--- src/rtl/tim_mem_arbiter_pkg.sv ---
// ---------------------------------------------------------------------------
// tim_mem_arbiter_pkg
// Shared types and defaults for the itim/dtim backing-memory arbiter.
//   arb_state_type : arbiter FSM encoding (IDLE, GNT_I, GNT_D), 2 bits
//   last_type      : which requester was served most recently
//   mem_in_type    : requester -> memory request bundle (mirrors the core's
//                    configure definition)
//   mem_out_type   : memory -> requester response bundle
// ---------------------------------------------------------------------------
package tim_mem_arbiter_pkg;

  localparam int unsigned HOLD_LIMIT_DEFAULT = 8;
  localparam int unsigned CNT_WIDTH_DEFAULT  = 4;

  typedef enum logic [1:0] {
    IDLE  = 2'd0,
    GNT_I = 2'd1,
    GNT_D = 2'd2
  } arb_state_type;

  typedef enum logic {
    LAST_I = 1'b0,
    LAST_D = 1'b1
  } last_type;

  typedef struct packed {
    logic        mem_valid;
    logic        mem_instr;
    logic        mem_fence;
    logic [31:0] mem_addr;
    logic [31:0] mem_wdata;
    logic [3:0]  mem_wstrb;
  } mem_in_type;

  typedef struct packed {
    logic        mem_ready;
    logic [31:0] mem_rdata;
  } mem_out_type;

endpackage

--- src/rtl/tim_mem_arbiter.sv ---
// ---------------------------------------------------------------------------
// tim_mem_arbiter
// Shares one backing-memory port between the itim and dtim memory sides.
// A grant is kept across burst beats; after hold_limit ready beats the grant
// is handed to a waiting requester on the next beat-free cycle.
//
// Ports:
//   clk      : clock
//   rst      : synchronous reset, active-low
//   imem_in  : request from itim        imem_out : response to itim
//   dmem_in  : request from dtim        dmem_out : response to dtim
//   mem_in   : request to memory        mem_out  : response from memory
//
// Parameters:
//   hold_limit : max consecutive ready beats while the other side waits (>= 1)
//   cnt_width  : beat counter width, 2**cnt_width > hold_limit
//
// Configuration:
//   TIM_ARB_RR_EN defined   : simultaneous requests in IDLE go to the side
//                             not served last (round-robin)
//   TIM_ARB_RR_EN undefined : dtim wins simultaneous requests in IDLE
// ---------------------------------------------------------------------------
module tim_mem_arbiter
  import tim_mem_arbiter_pkg::*;
#(
  parameter int unsigned hold_limit = HOLD_LIMIT_DEFAULT,
  parameter int unsigned cnt_width  = CNT_WIDTH_DEFAULT
) (
  input  logic        clk,
  input  logic        rst,
  input  mem_in_type  imem_in,
  output mem_out_type imem_out,
  input  mem_in_type  dmem_in,
  output mem_out_type dmem_out,
  output mem_in_type  mem_in,
  input  mem_out_type mem_out
);

  localparam logic [cnt_width-1:0] CNT_CAP = cnt_width'(hold_limit);

  arb_state_type          state_q, state_d;
  logic [cnt_width-1:0]   cnt_q, cnt_d;
  last_type               last_q, last_d;
  logic                   tie_to_d;

  always_comb begin
    // NOTE: every signal written here gets a default first, so no path can
    // leave a value unassigned and infer a latch.
    state_d  = state_q;
    cnt_d    = cnt_q;
    last_d   = last_q;
    mem_in   = '0;
    imem_out = '0;
    dmem_out = '0;

`ifdef TIM_ARB_RR_EN
    tie_to_d = (last_q == LAST_I);
`else
    tie_to_d = 1'b1;
`endif

    case (state_q)
      IDLE: begin
        cnt_d = '0;
        if (imem_in.mem_valid && dmem_in.mem_valid) begin
          state_d = tie_to_d ? GNT_D : GNT_I;
        end else if (dmem_in.mem_valid) begin
          state_d = GNT_D;
        end else if (imem_in.mem_valid) begin
          state_d = GNT_I;
        end
      end

      GNT_I: begin
        mem_in   = imem_in;
        imem_out = mem_out;
        if (mem_out.mem_ready && (cnt_q != CNT_CAP)) begin
          cnt_d = cnt_q + 1'b1;
        end
        if (!imem_in.mem_valid) begin
          state_d = IDLE;
          cnt_d   = '0;
          last_d  = LAST_I;
        end else if ((cnt_q == CNT_CAP) && dmem_in.mem_valid && !mem_out.mem_ready) begin
          // Hand over only on a beat-free cycle so the capping beat reaches
          // its owner; itim keeps valid and resumes at its current address.
          state_d = GNT_D;
          cnt_d   = '0;
          last_d  = LAST_I;
        end
      end

      GNT_D: begin
        mem_in   = dmem_in;
        dmem_out = mem_out;
        if (mem_out.mem_ready && (cnt_q != CNT_CAP)) begin
          cnt_d = cnt_q + 1'b1;
        end
        if (!dmem_in.mem_valid) begin
          state_d = IDLE;
          cnt_d   = '0;
          last_d  = LAST_D;
        end else if ((cnt_q == CNT_CAP) && imem_in.mem_valid && !mem_out.mem_ready) begin
          state_d = GNT_I;
          cnt_d   = '0;
          last_d  = LAST_D;
        end
      end

      default: begin
        state_d = IDLE;
        cnt_d   = '0;
      end
    endcase
  end

  // NOTE: sequential state uses non-blocking assignments so every flop
  // samples the pre-edge value of its neighbours.
  always_ff @(posedge clk) begin
    if (!rst) begin
      state_q <= IDLE;
      cnt_q   <= '0;
      last_q  <= LAST_I;
    end else begin
      state_q <= state_d;
      cnt_q   <= cnt_d;
      last_q  <= last_d;
    end
  end

endmodule

--- config.mk ---
export PLATFORM = sky130hd
export DESIGN_NAME = tim_mem_arbiter
export DESIGN_NICKNAME = d
export VERILOG_FILES = /design/src/rtl/tim_mem_arbiter_pkg.sv /design/src/rtl/tim_mem_arbiter.sv
export SDC_FILE = /design/constraint.sdc
export NUM_CORES = 1
export LEC_CHECK = 0
export ABC_AREA = 1
export BUFFER_PORTS_ARGS = -buffer_cell sky130_fd_sc_hd__buf_2
export CAP_MARGIN = 20
export CORE_AREA = 2 2 121 123
export DETAILED_ROUTE_END_ITERATION = 12
export DIE_AREA = 0 0 123 125
export GPL_TIMING_DRIVEN = 0
export PLACE_DENSITY = 0.57
export RECOVER_POWER = 50
export SLEW_MARGIN = 0
export SYNTH_ARGS = -nofsm -noshare
export SYNTH_HDL_FRONTEND = slang
export SYNTH_SLANG_ARGS = --single-unit
--- constraint.sdc ---
create_clock -name clk -period 1.38 [get_ports clk]
set_input_delay 0.138 -clock clk [delete_from_list [all_inputs] [get_ports clk]]
set_output_delay 0.138 -clock clk [all_outputs]
set_load 0.01 [all_outputs]
# Word level (Yosys, flattened, before mapping)
# Index checks and enable logic that the tools add are counted.
# classes
div	0
n_lt_le_gt_ge	0
bitwise_logic	0
multipliers	0
n_addsub	1
shift	0
muxes	17
n_eq_ne	7
n_reduce_logical	9
# ops
operator	count
$pmux W71 S2	1
$mux W33	2
$mux W4	5
$mux W2	7
$ne A4 B4 Y1 const B	2
$pmux W4 S2	1
$logic_and A1 B1 Y1	6
$ne A3 B3 Y1 const B	2
$pmux W2 S3	1
$add A4 B1 Y4 const B	1
$eq A4 B4 Y1 const B	1
$reduce_and A3 Y1	1
$eq A2 B1 Y1 const B	1
$eq A2 B2 Y1 const B	1
$logic_not A2 Y1	1
$logic_not A1 Y1	1
# word_totals
latch_bits	0
regBits	6
wordCells	36
mem_bits_ro	0
input_bits	177
ramBits	0
memories	0

# Longest topological paths before layout
# depth
word_depth	6
depth_mapped	10

# Worst setup path after synthesis
# OpenSTA, ideal clock, no wires.
# synth_timing
kind	reg2out
from	reg state_q[0]
to	out mem_in[33] (netlist name)
t_arrival_ps	1222
setup_slack_ps	20
stages_incl_launch_ff	8
n_path_buf	3
cell_sequence	dfxtp_1 -> inv_1 -> ha_1 -> buf_4 -> buf_4 -> buf_2 -> nand2_1 -> a21oi_1
# synth_rtl
element	line_no	text
start, declared	tim_mem_arbiter.sv:41	arb_state_type state_q, state_d;
start signal, assigned	tim_mem_arbiter.sv:125	state_q <= state_d;
end, declared	tim_mem_arbiter.sv:35	output mem_in_type mem_in,

==> results.txt <==
run status: finished, violations left
failing checks: setup timing
worst path cell trace: inv_4 -> buf_4 -> ha_4 -> inv_8 -> clkbuf_16 -> a21oi_1 -> buf_2
Clk pwr share: 3.8%
core area: 0.0142 mm2
Reg area: 128 um2
die area: 0.0154 mm2
Clock Skew: 0.000158 ns
number of max-cap violations: 0
DR vias: 4054
pwr dens: 2120 mW/mm2
synthesized flop and latch total: 6
placed cell count: 929
initial antenna violation count: 2
combinational power share: 93.8%
ranking of synthesized cells by area: nand2_1 (42%), a21oi_1 (19%), inv_1 (14%)
share of cells above drive strength 1: 73.5%
Setup WS pre-CTS: -0.511 ns
DRT antenna net count: 0
Fin Setup TNS: -35.82 ns
sequential cell fraction of total power: 2.4%
Final WS setup: -0.392 ns
clock sink count: 6
unrepaired setup endpoints after global routing: true
Synth Flop Type: dfxtp_1
Highest Clock Rate: 0.564 GHz
Power Total: 12.2 mW
initial core utilization: 13.8%
simple-gate share of the synthesized area: 47.2%
P_int: 6.22 mW
dpl cell area: 0.00375 mm2
max-slew violations: 0
Static Leakage: 3.37 nW
Slew headroom: 86.1%
post-synthesis mux area share: 0%
Post-DP HPWL: 9.63 mm
1st-iter DRT viols: 152
multi-input logic area: 0.00210 mm2
largest net degree at the start of global routing: 11
vias in the first global route: 3611
total global routing overflow: 0
Hold Fails Final Rpt: 0
post-synthesis cell type count: 19
cell taking the most area after synthesis: nand2_1
final period utilization: 128%
synth-to-layout area growth: 196%
fin crit period: 1.77 ns
Final #Nets: 959
CTS Root Cell: clkbuf_16
Sw Ratio: 49.1%
Critical-path top delay cell: dfxtp_4
critical path required time: 1.24 ns
Layout fillers: 1432
worst path arrival time: 1.63 ns
compound-gate portion of the synthesized area: 19.8%
Worst-Margin Slew: 0.207 ns
Post-Syn Area per Cell: 4.52 um2
Routed wire per std cell: 14.6 um
Async SR Flop Fraction: 0%
DR vias/cell: 4.22
Max Buffers Root-to-Sink: 2
startpoint class of the critical path: register
sequential area share after synthesis: 6.15%
post-synthesis instance total: 432
EDFF count, synth: 0
Horiz. Die Dim: 123 um
Port Buffers: 313
maximum vdd drop: 1050 uV
Routed WL: 14.0 mm
Crit Path Max Fanout: 10
Final Cell Area: 0.00578 mm2
GRT Overall Usage: 14.7%
# H-tree levels: 1
Crit Path Class: reg -> out
Clk pin slew, worst setup/hold paths: 0.03 ns
switching power: 6.01 mW
global-route wire length before repair: 18.1 mm
Worst-Skew Late Latency: 0.23 ns
utilization after layout: 40.7%
DR pass1 iterations: 4
DRC errors left: 0
non-filler cells, final: 960
die height: 125 um
# setup viols final: 143
CTS tree: yes
syn nets: 615
top-level I/O count: 314
Cell Area, Synth: 0.00195 mm2
largest family of logic cells by synthesized area: simple AND/OR/NAND/NOR gates
Synth top area share: 42.1%
CP peak stage delay: 0.37 ns
hold crit path type: in -> reg
Placer Congestion: 0.798
Synth Warn #: 0
most frequent cells after synthesis: nand2_1 (219), inv_1 (74), a21oi_1 (73)
WHS: 0.175 ns
CTS buffer count: 3
Adder-Cell Fraction of Synth Area: 3.84%
Critical Path End Type: primary output
top-count cell post-synth: nand2_1
FP Rows: 44
XOR/XNOR share of the synthesized area: 0.448%
[worst paths after layout]
| check | startpoint | endpoint | slack (ns) | cells past startpoint |
|---|---|---|---|---|
| worst min register to register | cnt_q[3]$_SDFF_PN0_ | cnt_q[3]$_SDFF_PN0_ | 0.55 | 2 |
| worst min-delay path | rst | state_q[1]$_SDFFE_PN0P_ | 0.17 | 3 |
| worst max register to register | state_q[0]$_SDFFE_PN0P_ | cnt_q[2]$_SDFF_PN0_ | -0.18 | 10 |
| worst max-delay path | state_q[0]$_SDFFE_PN0P_ | mem_in[4] | -0.39 | 7 |
[power by group through the flow]
stage,Sequential (mW),Clock [mW],Combinational [mW]
3_3_place_gp,0.240,0,5.95
4_1_cts,0.288,0.476,9.22
6_report,0.290,0.467,11.5
5_1_grt,0.298,0.488,12.2
3_5_place_dp,0.240,0,5.95
2_1_floorplan,0.235,0,3.46
[state kept, by name, indices dropped and copies added, names as in the netlist]
| name | cells |
|---|---|
| state_q | 2 |
| cnt_q | 4 |
[per-layer routing]
metal | part of all wire (%) | vias up | GRT usage [%]
li1 | - | 1982 | -
met1 | 39 | 1878 | 17.9
met2 | 53 | 184 | 27.9
met3 | 6.8 | 10 | 1.73
met4 | 1.2 | 0 | 2.21
met5 | 0 | - | 0
[worst max-delay path: cells and delay by family (launching register included)]
kind            cells  cell delay (ns)
flops               1             0.37
buf+inv             5             0.59
compound gates      1             0.16
fa+ha+maj           1             0.28
[logic make-up after synthesis]
logic type | count (synthesis)
AO/OA/AOI/OAI | 75
adder cells (fa/ha/maj) | 6
flip-flops | 6
XOR/XNOR | 1
buffers and inverters | 106
AND/OR/NAND/NOR | 238
[cell usage in the layout, fill, tap and decap left out, types with 5 or more instances in the layout]
master,instances
clkbuf_16,15
buf_2,250
nand2_1,141
a21oi_4,7
inv_2,57
buf_12,10
a21oi_2,40
buf_6,71
inv_1,15
nand2_4,50
buf_16,5
nor2_1,10
a21oi_1,27
buf_8,9
buf_4,6
nand2_2,30
[repair_timing]
| action | CTS | global route |
|---|---|---|
| pin swaps | 18 | 9 |
| setup endpoints to repair | 138 | 143 |
| resized for setup | 178 | 252 |
| setup buffers | 12 | 7 |
| gates cloned | 6 | 7 |
| hold buffers | 0 | 0 |
[cell type report]
cell class | instances | share of cell area, %
Timing Repair Buffer | 342 | 42.8
Multi-Input combinational cell | 320 | 36.4
Buffer | 28 | 8.08
Inverter | 75 | 5.09
Tap cell | 184 | 3.98
Sequential cell | 6 | 2.21
Clock buffer | 3 | 1.30
Antenna cell | 2 | 0.0866
No activity file was read; power rests on OpenSTA's default activity.
